$ cat config.mk
export PLATFORM = sky130hd
export DESIGN_NAME = instruction_cache
export DESIGN_NICKNAME = d
export VERILOG_FILES = /design/src/rtl/instruction_cache.sv
export SDC_FILE = /design/constraint.sdc
export NUM_CORES = 1
export LEC_CHECK = 0
export BUFFER_PORTS_ARGS = -buffer_cell sky130_fd_sc_hd__buf_4
export CAP_MARGIN = 20
export CORE_AREA = 3 3 339 341
export DETAILED_ROUTE_END_ITERATION = 7
export DIE_AREA = 0 0 342 344
export SLEW_MARGIN = 20
export SYNTH_ARGS = -nofsm -noshare
export SYNTH_HDL_FRONTEND = slang
export SYNTH_SLANG_ARGS = --single-unit
$ cat constraint.sdc
create_clock -name CLK -period 24.7 [get_ports CLK]
set_input_delay 2.47 -clock CLK [delete_from_list [all_inputs] [get_ports CLK]]
set_output_delay 2.47 -clock CLK [all_outputs]
set_load 0.05 [all_outputs]
$ cat src/rtl/instruction_cache.sv
`default_nettype none
// +--------------------------------------------------------------------------+
// | Module   : instruction_cache                                             |
// | Purpose  : Direct-mapped read-only instruction cache. Returns the 32-bit |
// |            word for PC in the same cycle on a hit. On a miss it stalls   |
// |            with BUSYWAIT and fills one block from instruction memory.    |
// | Options  : ICACHE_STATS_EN adds saturating hit_count/miss_count outputs. |
// | Revision : 1.0 - initial release                                         |
// +--------------------------------------------------------------------------+
module instruction_cache #(
   parameter int ADDR_W  = 10,
   parameter int INDEX_W = 3,
   parameter int WOFF_W  = 2
) (
   input  logic                               CLK,
   input  logic                               RESET,
   input  logic [31:0]                        PC,
   output logic [31:0]                        INSTRUCTION,
   output logic                               BUSYWAIT,
   output logic                               mem_read,
   output logic [ADDR_W-WOFF_W-3:0]           mem_address,
   input  logic [32*(2**WOFF_W)-1:0]          mem_readdata,
   input  logic                               mem_busywait
`ifdef ICACHE_STATS_EN
   ,
   output logic [15:0]                        hit_count,
   output logic [15:0]                        miss_count
`endif
);

   localparam int c_TAG_W  = ADDR_W - INDEX_W - WOFF_W - 2;
   localparam int c_BLK_W  = c_TAG_W + INDEX_W;
   localparam int c_LINES  = 2**INDEX_W;
   localparam int c_LINE_W = 32 * (2**WOFF_W);

   typedef enum logic [1:0] {
      S_IDLE     = 2'd0,
      S_MEM_READ = 2'd1,
      S_UPDATE   = 2'd2
   } state_t;

   state_t                r_state;
   state_t                w_state_next;

   logic [c_LINES-1:0]    r_valid;
   logic [c_TAG_W-1:0]    r_tags [c_LINES];
   logic [c_LINE_W-1:0]   r_data [c_LINES];

   logic [c_BLK_W-1:0]    r_miss_addr;
   logic [c_LINE_W-1:0]   r_fill_data;

   logic [WOFF_W-1:0]     w_offset;
   logic [INDEX_W-1:0]    w_index;
   logic [c_TAG_W-1:0]    w_tag;
   logic                  w_hit;
   logic [c_LINE_W-1:0]   w_line;
   logic [31:0]           w_word;
   logic [INDEX_W-1:0]    w_fill_index;
   logic [c_TAG_W-1:0]    w_fill_tag;

   // Upper PC bits wrap the address space and PC[1:0] is always word-aligned.
   logic                  w_unused;
   assign w_unused = &{1'b0, PC[31:ADDR_W], PC[1:0]};

   // Address split and hit detection for the current fetch address.
   assign w_offset     = PC[WOFF_W+1:2];
   assign w_index      = PC[WOFF_W+INDEX_W+1:WOFF_W+2];
   assign w_tag        = PC[ADDR_W-1:ADDR_W-c_TAG_W];
   assign w_hit        = r_valid[w_index] && (r_tags[w_index] == w_tag);
   assign w_line       = r_data[w_index];
   assign w_word       = w_line[32*w_offset +: 32];
   assign w_fill_index = r_miss_addr[INDEX_W-1:0];
   assign w_fill_tag   = r_miss_addr[c_BLK_W-1:INDEX_W];

   // State register.
   always_ff @(posedge CLK) begin
      if (RESET) begin
         r_state <= S_IDLE;
      end else begin
         r_state <= w_state_next;
      end
   end

   // Next-state and output decode; outputs come from the registered state
   // and miss register, so mem_read/mem_address stay glitch-free in MEM_READ.
   always_comb begin
      w_state_next = r_state;
      INSTRUCTION  = 32'h0;
      BUSYWAIT     = 1'b0;
      mem_read     = 1'b0;
      mem_address  = '0;
      case (r_state)
         S_IDLE: begin
            if (!w_hit) begin
               w_state_next = S_MEM_READ;
            end
         end
         S_MEM_READ: begin
            if (!mem_busywait) begin
               w_state_next = S_UPDATE;
            end
         end
         S_UPDATE: begin
            w_state_next = S_IDLE;
         end
         default: begin
            w_state_next = S_IDLE;
         end
      endcase
      if (!RESET) begin
         INSTRUCTION = w_word;
         case (r_state)
            S_IDLE: begin
               BUSYWAIT = !w_hit;
            end
            S_MEM_READ: begin
               BUSYWAIT    = 1'b1;
               mem_read    = 1'b1;
               mem_address = r_miss_addr;
            end
            S_UPDATE: begin
               BUSYWAIT = 1'b1;
            end
            default: begin
               BUSYWAIT = 1'b0;
            end
         endcase
      end
   end

   // Latch the missing block address when leaving IDLE.
   always_ff @(posedge CLK) begin
      if (RESET) begin
         r_miss_addr <= '0;
      end else if (r_state == S_IDLE && !w_hit) begin
         r_miss_addr <= {w_tag, w_index};
      end
   end

   // Capture the memory block on the cycle memory releases busywait.
   always_ff @(posedge CLK) begin
      if (RESET) begin
         r_fill_data <= '0;
      end else if (r_state == S_MEM_READ && !mem_busywait) begin
         r_fill_data <= mem_readdata;
      end
   end

   // Valid bits: cleared by reset, set when a fill is written.
   always_ff @(posedge CLK) begin
      if (RESET) begin
         r_valid <= '0;
      end else if (r_state == S_UPDATE) begin
         r_valid[w_fill_index] <= 1'b1;
      end
   end

   // Tag and data storage; contents are meaningless until the valid bit is set.
   always_ff @(posedge CLK) begin
      if (!RESET && r_state == S_UPDATE) begin
         r_tags[w_fill_index] <= w_fill_tag;
         r_data[w_fill_index] <= r_fill_data;
      end
   end

`ifdef ICACHE_STATS_EN
   // Saturating hit/miss statistics.
   always_ff @(posedge CLK) begin
      if (RESET) begin
         hit_count  <= 16'h0;
         miss_count <= 16'h0;
      end else if (r_state == S_IDLE) begin
         if (w_hit && hit_count != 16'hFFFF) begin
            hit_count <= hit_count + 16'd1;
         end
         if (!w_hit && miss_count != 16'hFFFF) begin
            miss_count <= miss_count + 16'd1;
         end
      end
   end
`endif

endmodule
`default_nettype wire

* Word level (Yosys, flattened, before mapping)
Memories as Yosys holds them, arrays and structs flattened.
Index checks and enable logic that the tools add are counted.
** Storage, ports and cells
- Flip-flop bits (word level) :: 144
- RAM bits :: 1048
- Input port bits :: 163
- Output and inout bits :: 40
- Word-level logic and storage cells :: 43
- Memories :: 2
** Operators by class
- Magnitude comparators :: 3
- Eq/ne operators :: 5
- Shift-type cells :: 1
- Multiplexer cells :: 16
- Bitwise operators :: 1
- Reduce and logical (&&, ||, !) cells :: 11
** Memory list
- r_data :: words 8, width 128, read ports 1, clocked after memory_dff 0, wr ports 1, RTL line 47 : logic [c_LINE_W-1:0] r_data [c_LINES];
- r_tags :: words 8, width 3, read ports 1, clocked after memory_dff 0, wr ports 1, RTL line 46 : logic [c_TAG_W-1:0] r_tags [c_LINES];
** Operators with widths (count)
- $shiftx 128x8->32 :: 1
- $mux 32 :: 1
- $mux 6 :: 2
- $lt 3x4->1 const B :: 2
- $or 8x8->8 :: 1
- $mux 1 :: 7
- $logic_and 1x1->1 :: 5
- $mux 2 :: 2
- $ne 2x2->1 const B :: 2
- $pmux 2 s2 :: 1
- $bmux 1 s3 :: 1
- $demux 1 s3 :: 1
- $eq 3x3->1 :: 1
- $ge 3x1->1 const B :: 1
- $logic_not 1->1 :: 3
- $eq 2x1->1 const B :: 1
- $eq 2x2->1 const B :: 1
- $logic_not 2->1 :: 1
- $pmux 1 s2 :: 1
- $reduce_and 2->1 :: 1
- $reduce_or 2->1 :: 1

* Logic depth before layout (Yosys ltp)
Gate-level depths: netlist (run 1).
- Depth in word-level cells :: 6
- Depth in mapped cells :: 9
- Depth with buffers taken out :: 6

* Least setup slack after synthesis (run 1)
No wires, ideal clock.
- Kind :: input-to-reg
- Start :: input RESET
- End :: memory r_data[0][0] in the netlist's numbering (enable)
- Setup time :: 946 ps
- Data arrival time :: 15095 ps
- Required time :: 23754 ps
- Path slack :: 8659 ps
- Stages :: 2
- Path buffers :: 1
- Cells stage by stage :: clkbuf_1 nor4_1
** Between the ends
- Longest elaborated chain between the ends :: 4
** RTL lines
- start, declared :: RTL line 16 : input logic RESET,
- $logic_not 1->1 :: RTL line 160 : if (!RESET && r_state == S_UPDATE) begin
- $logic_and 1x1->1 :: RTL line 160
- $mux 1 :: RTL line 160
- $mux 1 (not written as such) :: RTL line 162 : r_data[w_fill_index] <= r_fill_data;
- end, declared :: RTL line 47
No other way between the ends.

* Worst setup path after layout (run 1)
- Start :: input PC[5]
- End :: output INSTRUCTION[14]
** Between the ends
- Longest elaborated chain between the ends :: 3
** RTL lines
- start, declared :: RTL line 17 : input logic [31:0] PC,
- $mem_v2 8x128
- $shiftx 128x8->32 :: RTL line 71 : assign w_word = w_line[32*w_offset +: 32];
- $mux 32 :: RTL line 110 : if (!RESET) begin
- end, declared :: RTL line 18 : output logic [31:0] INSTRUCTION,
No other way between the ends.

==> results of run 1 <==
-- cell usage after synthesis, types with 5 or more instances --
cell      instances
nand2_1         263
and2_1            6
nor2_1           43
edfxtp_1       1048
a21o_1            8
clkbuf_1         83
buf_6             5
dfxtp_1         144
a21oi_1         128
buf_2            29
mux4_2          325
ha_1              6
mux2i_1          52
buf_1             8
-- power by group through the flow --
stage,combinational (mW),sequential (mW),clock [mW]
after global placement,0.270,2.32,0
after global routing,0.285,2.29,1.93
after detailed placement,0.272,2.32,0
final,0.264,2.28,1.80
after floorplan,0.172,2.31,0
after CTS,0.273,2.28,1.84
-- worst min-delay path by stage --
stage	start	to	slack, ns	cells after the start
after floorplan	r_valid[4]$_SDFFE_PP0N_	r_valid[4]$_SDFFE_PP0N_	0.42	1
after global placement	r_valid[4]$_SDFFE_PP0N_	r_valid[4]$_SDFFE_PP0N_	0.43	1
after detailed placement	r_valid[1]$_SDFFE_PP0N_	r_valid[1]$_SDFFE_PP0N_	0.44	1
after CTS	r_valid[1]$_SDFFE_PP0N_	r_valid[1]$_SDFFE_PP0N_	0.45	1
after global routing	r_valid[6]$_SDFFE_PP0N_	r_valid[6]$_SDFFE_PP0N_	0.47	1
final	r_valid[1]$_SDFFE_PP0N_	r_valid[1]$_SDFFE_PP0N_	0.45	1
-- final cells by class --
class	count	area, um^2
timing repair buffer	212	1690
multi-input combinational	849	9990
fill	9355	60300
tap	1500	1880
clock inverter	64	684
inverter	3	11.3
clock buffer	156	3310
sequential	1192	34400
-- per-layer routing --
metal,wire [um],part of all wire (%)
met5,0,0
met4,2080,2.1
met3,5610,5.5
met2,49600,49
met1,43900,43
-- registers in the layout, summed over array words and instances (netlist names) --
signal       flops
r_data        1024
r_fill_data    128
r_miss_addr      6
r_state          2
r_tags          24
r_valid          8
-- placed cells by master (no fill, tap or decap), types with 2 or more instances in the layout --
| cell type | count |
|---|---|
| nor4_2 | 2 |
| mux2i_1 | 52 |
| clkbuf_1 | 18 |
| xnor2_1 | 3 |
| inv_6 | 4 |
| inv_1 | 3 |
| clkbuf_16 | 119 |
| clkinvlp_4 | 5 |
| clkinv_2 | 27 |
| a21o_1 | 8 |
| and2_1 | 6 |
| mux4_2 | 325 |
| clkbuf_8 | 20 |
| buf_8 | 2 |
| buf_12 | 6 |
| nor2_1 | 39 |
| nand2_1 | 263 |
| ha_1 | 6 |
| nor2_4 | 4 |
| clkinv_8 | 2 |
| a21oi_1 | 128 |
| buf_4 | 202 |
| bufinv_16 | 13 |
| dfxtp_1 | 144 |
| edfxtp_1 | 1048 |
| clkinv_1 | 12 |
| nand3_1 | 2 |
| nor3_2 | 2 |
-- logic make-up after synthesis --
group	count (synthesis)	synth area share [%]
fa+ha+maj	6	0.167
mux	377	17.5
buf+inv	131	1.29
compound gates	139	1.62
simple gates	324	2.80
flops	1192	76.6
xor+xnor	3	0.0586
-- metrics by stage --
step	utilization (%)	total power [mW]
after global routing	46.3	4.50
final	46.3	4.35
after floorplan	-	2.48
after CTS	46.3	4.40
after detailed placement	42.7	2.60
after global placement	42.7	2.59
-- worst max-delay path: cells and delay by family --
kind	cells	cell delay, ns
and+or+nand+nor	1	0.12
muxes	3	1.26
buffers and inverters	5	3.23
==> flow_summary_export.csv, run 1 <==
group,metric,value,unit
status,status,"finished, final reports clean",
cts,htreeDepth,3,
timing,period_share,39.5,%
route,first_pass_iters,5,
setup_path,crit_chain,"buf_8 > buf_4 > buf_4 > buf_4 > mux4_2 > mux4_2 > mux2i_1 > nor2_1 > buf_4",
synthesis,synth_nets,2341,
synthesis,syn-cell-area,0.0449,mm^2
floorplanning,rows,123,
synthesis,synth-edff-count,1048,
cts,cts_setup_buffers,0,
cts,clock_sinks,1192,
route,wl_per_cell,25.5,um
route,vias,21243,
floorplanning,die-width,342,um
global_routing,grt_max_degree,114,
cts,cts_resized,0,
setup_path,cp_slowest_cell,"buf_4",
synthesis,synth_flop_cell,"edfxtp_1",
timing,finClkSkew,0.0279,ns
route,wl,101000,um
synthesis,ys_ff_latch,1192,
route,first_iter_violations,1771,
power,power_density,83.8,mW/mm^2
setup_path,rr_endpoint,"r_data[7][74]$_DFFE_PP_",
power,p_comb_share,6.1,%
route,drc,0,
setup_path,worst-r2r-cell-count,7,
timing,fin_ws,14.94,ns
cts,cts-root-buf,"clkbuf_16",
cts,clk-insertion-delay-late,0.69,ns
setup_path,startpoint_type,"input pin",
synthesis,avgSynthCellArea,20.6,um^2
power,power.leakage,16.6,nW
global_routing,grt-ovfl-total,0,
floorplanning,die_area,0.118,mm^2
synthesis,async_flop_share,0,%
timing,timing.final.max_slew_violations,0,
layout,stdcell_area,0.0519,mm^2
global_routing,grt_pass1_vias,22745,
layout,area_growth,15.7,%
place,place_hpwl,53900,um
power,p_switching,0.930,mW
setup_path,required,22.23,ns
setup_path,endpoint_kind,"primary output",
timing,holdWs,0.448,ns
timing,fin_crit,9.76,ns
floorplanning,num_io_pins,203,
place,pre_cts_ws,14.80,ns
cts,cts_tree,"done",
power,pwr-share-seq,52.4,%
layout,n_antenna_cell,0,
power,power_frac_clock,41.5,%
place,portBuffers,178,
place,dp.cells,3756,
synthesis,synthCells,2172,
timing,fmax,0.102,GHz
setup_path,r2r_slack,21.01,ns
global_routing,grt_use_met3,3.25,%
layout,stdcell_count,3976,
global_routing,met2_usage,28.1,%
global_routing,track_usage,17.3,%
power,power.internal,3.42,mW
power,sw_frac_of_total,21.4,%
route,viasPerCell,5.34,
setup_path,max_stage_delay,0.87,ns
layout,nets,2544,
floorplanning,start_util,40.0,%
global_routing,grt_pass1_wl,150000,um
floorplanning,coreArea,0.112,mm^2
global_routing,top_usage_layer,"met2",
cts,clk_pin_slew_worst_paths,0.06,ns
synthesis,yosysUniqueCellTypes,25,
synthesis,yosysTopAreaCell,"edfxtp_1",
setup_path,crit_arrival,7.29,ns
cts,clk_path_buf_depth,3,
min_path,hold_class,"reg -> reg",
layout,drive_above_1_share,29.8,%
power,irDropWorstVdd,0.0000523,V
synthesis,seq_area_frac_synth,76.6,%
setup_path,crit_end,"INSTRUCTION[14]",
global_routing,antenna_found_initial,3,
synthesis,yosys.area.top_type_share,70.2,%
timing,rsz0062_at_grt,"false",
route,route.antenna.remaining_nets,0,
timing,worst_pin_slew,1.07,ns
run,maxCapViolations,0,
setup_path,startpoint,"PC[5]",
floorplanning,die_h,344,um
timing,fin_tns_setup,0,ns
global_routing,grtUsageMet1,24.3,%
timing,hold_viol,0,
synthesis,synthTopCellsByArea,"edfxtp_1, mux4_2, dfxtp_1, nand2_1, a21oi_1",
setup_path,rr_startpoint,"r_state[0]$_SDFFE_PP0P_",
timing,setup_viol,0,
synthesis,ys_warn_count,0,
place,gp_congestion,0.698,
place,dpl_cell_area,0.0479,mm^2
cts,cts_hold_buf,0,
setup_path,cpMostUsedCell,"buf_4",
timing,relSlewSlack,28.6,%
setup_path,criticalPathCategory,"in -> out",
cts,cts_inserted_buffers,117,
setup_path,path_max_fanout,85,
Note: power is estimated with default switching activity, not from simulation.
==> inputs of run 2 (changes only) <==
--- a/config.mk
+++ b/config.mk
@@ -5,11 +5,12 @@
 export SDC_FILE = /design/constraint.sdc
 export NUM_CORES = 1
 export LEC_CHECK = 0
+export ABC_AREA = 1
 export BUFFER_PORTS_ARGS = -buffer_cell sky130_fd_sc_hd__buf_4
 export CAP_MARGIN = 20
-export CORE_AREA = 3 3 339 341
+export CORE_AREA = 3 3 345 347
 export DETAILED_ROUTE_END_ITERATION = 7
-export DIE_AREA = 0 0 342 344
+export DIE_AREA = 0 0 348 350
 export SLEW_MARGIN = 20
 export SYNTH_ARGS = -nofsm -noshare
 export SYNTH_HDL_FRONTEND = slang
==> constraint.sdc (replaced) <==
create_clock -name CLK -period 9.75 [get_ports CLK]
set_input_delay 0.975 -clock CLK [delete_from_list [all_inputs] [get_ports CLK]]
set_output_delay 0.975 -clock CLK [all_outputs]
set_load 0.05 [all_outputs]
==> run 2 against run 1 <==
  * Highest routed layer unchanged
  * Largest cell class unchanged
  * Die area up 3.5%
  * First-iteration DRC count rose by 65%
  * Critical path depth is 1 higher
  * Critical path type unchanged
  * Global-route usage grew 2.9 points
  * Clock skew up 0.0048 ns
  * Cell area rose by 0.89%
  * Core utilization decreased by 1.2 points
  * Sequential power grew to 2.6 times the previous value
  * Sequential share of layout area down 0.59 points
==> flow_summary_export.csv, run 2 <==
group,metric,value,unit
status,status,"finished, final reports clean",
power,power_frac_clock,39.1,%
place,portBuffers,178,
synthesis,synth-edff-count,1048,
synthesis,synthTopCellsByArea,"edfxtp_1, nor2_1, o21ai_0, dfxtp_1, o221ai_1",
layout,area_growth,13.3,%
timing,fin_tns_setup,0,ns
min_path,hold_class,"reg -> reg",
cts,cts_setup_buffers,0,
cts,cts_inserted_buffers,117,
synthesis,synth_nets,3796,
place,gp_congestion,0.746,
timing,hold_viol,0,
timing,setup_viol,0,
route,route.antenna.remaining_nets,0,
setup_path,rr_startpoint,"r_state[0]$_SDFFE_PP0P_",
synthesis,yosysTopAreaCell,"edfxtp_1",
synthesis,avgSynthCellArea,12.8,um^2
route,vias,29559,
synthesis,yosys.cell_count.top_type,"edfxtp_1",
global_routing,grt_pass1_vias,28524,
layout,final_common_cell,"edfxtp_1",
floorplanning,coreArea,0.116,mm^2
synthesis,synth_top_cells_by_count,"edfxtp_1, nor2_1, o21ai_0, o221ai_1, clkbuf_1",
synthesis,seq_area_frac_synth,74.3,%
setup_path,endpoint_kind,"primary output",
synthesis,yosys.area.top_type_share,68.0,%
timing,period_share,54.6,%
global_routing,grt_max_degree,242,
layout,reg.largest.list,"r_data (1024), r_fill_data (128), r_tags (24)",
floorplanning,die_area,0.122,mm^2
power,pwr-share-seq,53.6,%
timing,finClkSkew,0.0326,ns
cts,cts_resized,0,
floorplanning,num_io_pins,203,
timing,fin_ws,4.43,ns
setup_path,path_max_fanout,178,
floorplanning,die-width,348,um
route,first_iter_violations,2920,
min_path,min_from,"r_valid[7]$_SDFFE_PP0N_",
power,power.internal,8.53,mW
layout,seq_area,0.0344,mm^2
power,finalPower,11.2,mW
setup_path,crit_arrival,4.34,ns
floorplanning,start_util,39.8,%
synthesis,synth_flop_cell,"edfxtp_1",
timing,relSlewSlack,32.1,%
setup_path,criticalPathCategory,"in -> out",
timing,holdWs,0.462,ns
power,p_switching,2.67,mW
timing,fin_crit,5.32,ns
power,p_comb_share,7.2,%
timing,worst_pin_slew,1.02,ns
synthesis,async_flop_share,0,%
synthesis,syn-cell-area,0.0462,mm^2
layout,drive_above_1_share,11.1,%
timing,rsz0062_at_grt,"false",
cts,clk-insertion-delay-late,0.71,ns
route,wl,125000,um
setup_path,required,8.78,ns
setup_path,startpoint,"PC[5]",
power,sw_frac_of_total,23.9,%
run,maxCapViolations,0,
cts,htreeDepth,3,
floorplanning,die_h,350,um
layout,final_cell_mix,"edfxtp_1, nor2_1, o21ai_0, buf_4, o221ai_1",
cts,clk_path_buf_depth,3,
power,power.leakage,17.7,nW
route,viasPerCell,5.55,
power,irDropWorstVdd,0.000142,V
timing,fmax,0.188,GHz
synthesis,synthCells,3627,
layout,regMostFlops,"r_data",
global_routing,grt-ovfl-total,0,
setup_path,startpoint_type,"input pin",
synthesis,ys_ff_latch,1192,
global_routing,track_usage,20.2,%
global_routing,antenna_found_initial,3,
cts,clk_pin_slew_worst_paths,0.06,ns
route,drc,0,
place,pre_cts_ws,4.44,ns
floorplanning,rows,125,
layout,nets,3865,
cts,cts-root-buf,"clkbuf_16",
synthesis,yosysUniqueCellTypes,30,
global_routing,grt_pass1_wl,186000,um
synthesis,ys_warn_count,0,
layout,multiInputGateArea,0.0104,mm^2
cts,cts_tree,"done",
route,wl_per_cell,23.5,um
power,power_density,214,mW/mm^2
layout,fillers,10385,
cts,cts_hold_buf,0,
layout,largest_reg_flops,1024,
route,first_pass_iters,5,
timing,timing.final.max_slew_violations,0,
place,place_hpwl,63600,um
cts,clock_sinks,1192,
run 2: changes by cell type in the layout (fill, tap and decap cells not counted), moves of 54 or more:
cell,previous run,this run
o21ai_0,1,606
a21oi_1,128,55
nor2_1,39,823
o221ai_1,0,192
mux4_2,325,0
nand3_1,2,144
nand2_1,263,98
o21ai_1,0,82
o22ai_1,0,54
run 2: path summary, 6_finish.rpt:
path / end / slack (ns) / cells after the start
max reg2reg: r_data[5][73]$_DFFE_PP_ / 6.37 / 8
max: INSTRUCTION[8] / 4.43 / 10
min: r_valid[7]$_SDFFE_PP0N_ / 0.46 / 2
min reg2reg: r_valid[7]$_SDFFE_PP0N_ / 0.46 / 2
run 2: power by group through the flow:
stage	logic [mW]	registers, mW	clock network (mW)
after CTS	0.820	6.01	4.46
after detailed placement	0.816	6.11	0
final	0.812	6.01	4.38
after floorplan	0.510	6.05	0
after global routing	0.893	6.04	4.67
after global placement	0.811	6.11	0
run 2: layout make-up:
type	instances	area share, %
timing repair buffer	223	3.34
multi-input combinational	2105	19.8
antenna	1	0.00478
tap	1524	3.64
clock buffer	168	6.23
clock inverter	55	0.941
inverter	57	0.492
sequential	1192	65.6
run 2: kinds of logic (layout without fill, tap and decap cells):
family          Yosys count  count (layout)  share of synthesized area [%]
flops                  1192            1192                           74.3
simple gates           1093            1093                           9.43
compound gates         1006            1006                           12.6
buf+inv                 330             503                           3.48
fa+ha+maj                 6               6                          0.162
other cells               0               1                              0
run 2: layer usage:
| layer | up-vias | GRT usage, % | routed length [um] |
|---|---|---|---|
| li1 | 13548 | - | - |
| met1 | 14793 | 27.3 | 53500 |
| met2 | 1049 | 33.7 | 60500 |
| met3 | 169 | 3.03 | 8280 |
| met4 | 0 | 6.28 | 3070 |
| met5 | - | 0 | 0 |
run 2: worst max-delay path, cell delays in order:
cell      delay (ns)
buf_6           0.26
inv_6           0.58
buf_12          0.63
o21ai_0         0.21
o221ai_1        0.21
nand3_1         0.18
nand3_1         0.31
nand2_1         0.09
a21oi_1         0.32
buf_4           0.27
run 2: through the flow:
| stage | std cells | cell area [um^2] | utilization, % |
|---|---|---|---|
| finish | 5325 | 52400 | 45.1 |
| global route | 5324 | 52400 | 45.1 |
| CTS | 5324 | 52400 | 45.1 |
| detailed placement | 5101 | 48600 | 41.8 |
| global placement | 5101 | 48600 | 41.8 |
| floorplan | 3627 | 46200 | - |
==> inputs of run 3 (changes only) <==
==> constraint.sdc (replaced) <==
create_clock -name CLK -period 4.75 [get_ports CLK]
set_input_delay 0.475 -clock CLK [delete_from_list [all_inputs] [get_ports CLK]]
set_output_delay 0.475 -clock CLK [all_outputs]
set_load 0.05 [all_outputs]
==> run 3 against run 2 <==
  * Die area stayed put
  * Core utilization grew 1.1 points
  * Critical endpoint is now INSTRUCTION[2]
  * Clock power up 110%
  * Sequential cell count stayed put
  * Register-to-register slack worse by 4.3 ns
  * Highest routed layer is now met5
==> flow_summary_export.csv, run 3 (synthesized netlist as in run 2, its figures left out) <==
group,metric,value,unit
floorplanning,rows,125,
timing,fmax,0.270,GHz
power,power_frac_clock,39.4,%
route,first_pass_iters,6,
setup_path,cp_slowest_cell,"buf_12",
timing,worst_pin_slew,0.976,ns
power,irDropWorstVdd,0.000358,V
timing,finClkSkew,0.0330,ns
timing,setup_viol,0,
min_path,hold_class,"in -> reg",
place,gp_congestion,0.755,
cts,htreeDepth,3,
setup_path,cp_top_family,"buffers and inverters",
layout,reg.largest.list,"r_data (1024), r_fill_data (128), r_tags (24)",
global_routing,grt_max_degree,159,
power,power.leakage,18.2,nW
route,vias,29999,
setup_path,crit_arrival,3.23,ns
cts,clock_sinks,1192,
power,p_comb_share,7.6,%
route,route.antenna.remaining_nets,0,
timing,hold_viol,0,
setup_path,endpoint_kind,"primary output",
setup_path,crit_chain,"buf_6 > buf_12 > o21ai_0 > o221ai_1 > nand3_1 > nand3_1 > nand2_1 > a21oi_1 > buf_4",
global_routing,antenna_found_initial,5,
route,drc,0,
timing,rsz0062_at_grt,"false",
cts,clk_pin_slew_worst_paths,0.06,ns
layout,largest_reg_flops,1024,
setup_path,required,4.28,ns
layout,seq_area,0.0344,mm^2
cts,cts_resized,0,
timing,timing.final.max_slew_violations,0,
setup_path,max_stage_delay,0.57,ns
layout,final_common_cell,"edfxtp_1",
power,power_density,433,mW/mm^2
layout,nets,3964,
layout,fillers,10316,
floorplanning,coreArea,0.116,mm^2
floorplanning,start_util,39.8,%
place,place_hpwl,67000,um
status,status,"finished, final reports clean",
power,power.internal,17.7,mW
floorplanning,die-width,348,um
layout,regMostFlops,"r_data",
global_routing,track_usage,20.4,%
cts,cts_inserted_buffers,118,
cts,cts-root-buf,"clkbuf_16",
timing,fin_ws,1.05,ns
route,wl_per_cell,23.4,um
setup_path,startpoint_type,"input pin",
setup_path,cpMostUsedCell,"nand3_1",
setup_path,crit_buf_inv,3,
power,sw_frac_of_total,24.0,%
cts,cts_setup_buffers,0,
cts,clk-insertion-delay-late,0.71,ns
global_routing,grt_pass1_vias,29341,
setup_path,path_max_fanout,129,
layout,drive_above_1_share,11.3,%
floorplanning,die_h,350,um
place,pre_cts_ws,1.08,ns
layout,n_antenna_cell,0,
timing,fin_tns_setup,0,ns
timing,period_share,78.0,%
run,maxCapViolations,0,
floorplanning,die_area,0.122,mm^2
power,pwr-share-seq,53.1,%
route,first_iter_violations,3270,
timing,relSlewSlack,35.0,%
global_routing,grt-ovfl-total,0,
timing,fin_crit,3.70,ns
layout,final_cell_mix,"edfxtp_1, nor2_1, o21ai_0, buf_4, o221ai_1",
layout,fin_util,46.2,%
route,wl,127000,um
global_routing,grt_pass1_wl,188000,um
cts,cts_hold_buf,69,
setup_path,criticalPathCategory,"in -> out",
layout,area_growth,16.1,%
power,p_switching,5.57,mW
cts,cts_tree,"done",
floorplanning,num_io_pins,203,
place,portBuffers,178,
cts,clk_path_buf_depth,3,
layout,multiInputGateArea,0.0104,mm^2
route,viasPerCell,5.53,
-- run 3: area by class of cell --
type | instances | area share [%]
sequential | 1192 | 64.0
multi-input combinational | 2105 | 19.3
clock buffer | 167 | 6.05
timing repair buffer | 321 | 5.56
tap | 1524 | 3.55
clock inverter | 56 | 1.08
inverter | 57 | 0.471
-- run 3: per-stage QoR --
step,cell area (um^2),power (mW),cells,hold WS (ns)
floorplan,46300,13.5,3627,0.429
global placement,49200,14.2,5130,0.441
detailed placement,49200,14.3,5130,0.447
CTS,53700,23.4,5422,0.000339
global route,53700,24.1,5422,0.0247
finish,53700,23.3,5422,0.0325
-- run 3: worst min-delay path, delay by kind of cell --
| family | cells | cell delay (ns) |
|---|---|---|
| and+or+nand+nor | 2 | 0.14 |
| buffers and inverters | 1 | 0.08 |
-- run 3: worst paths after layout --
path                                                       to               startpoint  slack [ns]  cells past startpoint
worst min register to register        r_valid[7]$_SDFFE_PP0N_  r_valid[7]$_SDFFE_PP0N_        0.46                      2
worst min-delay path            r_fill_data[115]$_SDFFE_PP0P_        mem_readdata[115]        0.03                      3
worst max register to register       r_data[7][113]$_DFFE_PP_  r_state[0]$_SDFFE_PP0P_        2.06                      7
worst max-delay path                           INSTRUCTION[2]                    PC[5]        1.05                      9
-- run 3: power groups by stage --
stage / combinational, mW / clock, mW / sequential (mW)
floorplan: 1.05 / 0 / 12.4
global placement: 1.70 / 0 / 12.5
detailed placement: 1.72 / 0 / 12.6
CTS: 1.77 / 9.30 / 12.3
global route: 1.93 / 9.72 / 12.4
finish: 1.76 / 9.15 / 12.3
-- run 3: per-layer routing --
metal | GRT usage, % | vias up | part of all wire, %
met5 | 0 | - | 0.0079
met4 | 7.69 | 2 | 3.5
met3 | 3.09 | 196 | 7.0
met2 | 33.3 | 1080 | 47
met1 | 27.8 | 14974 | 43
li1 | - | 13747 | -
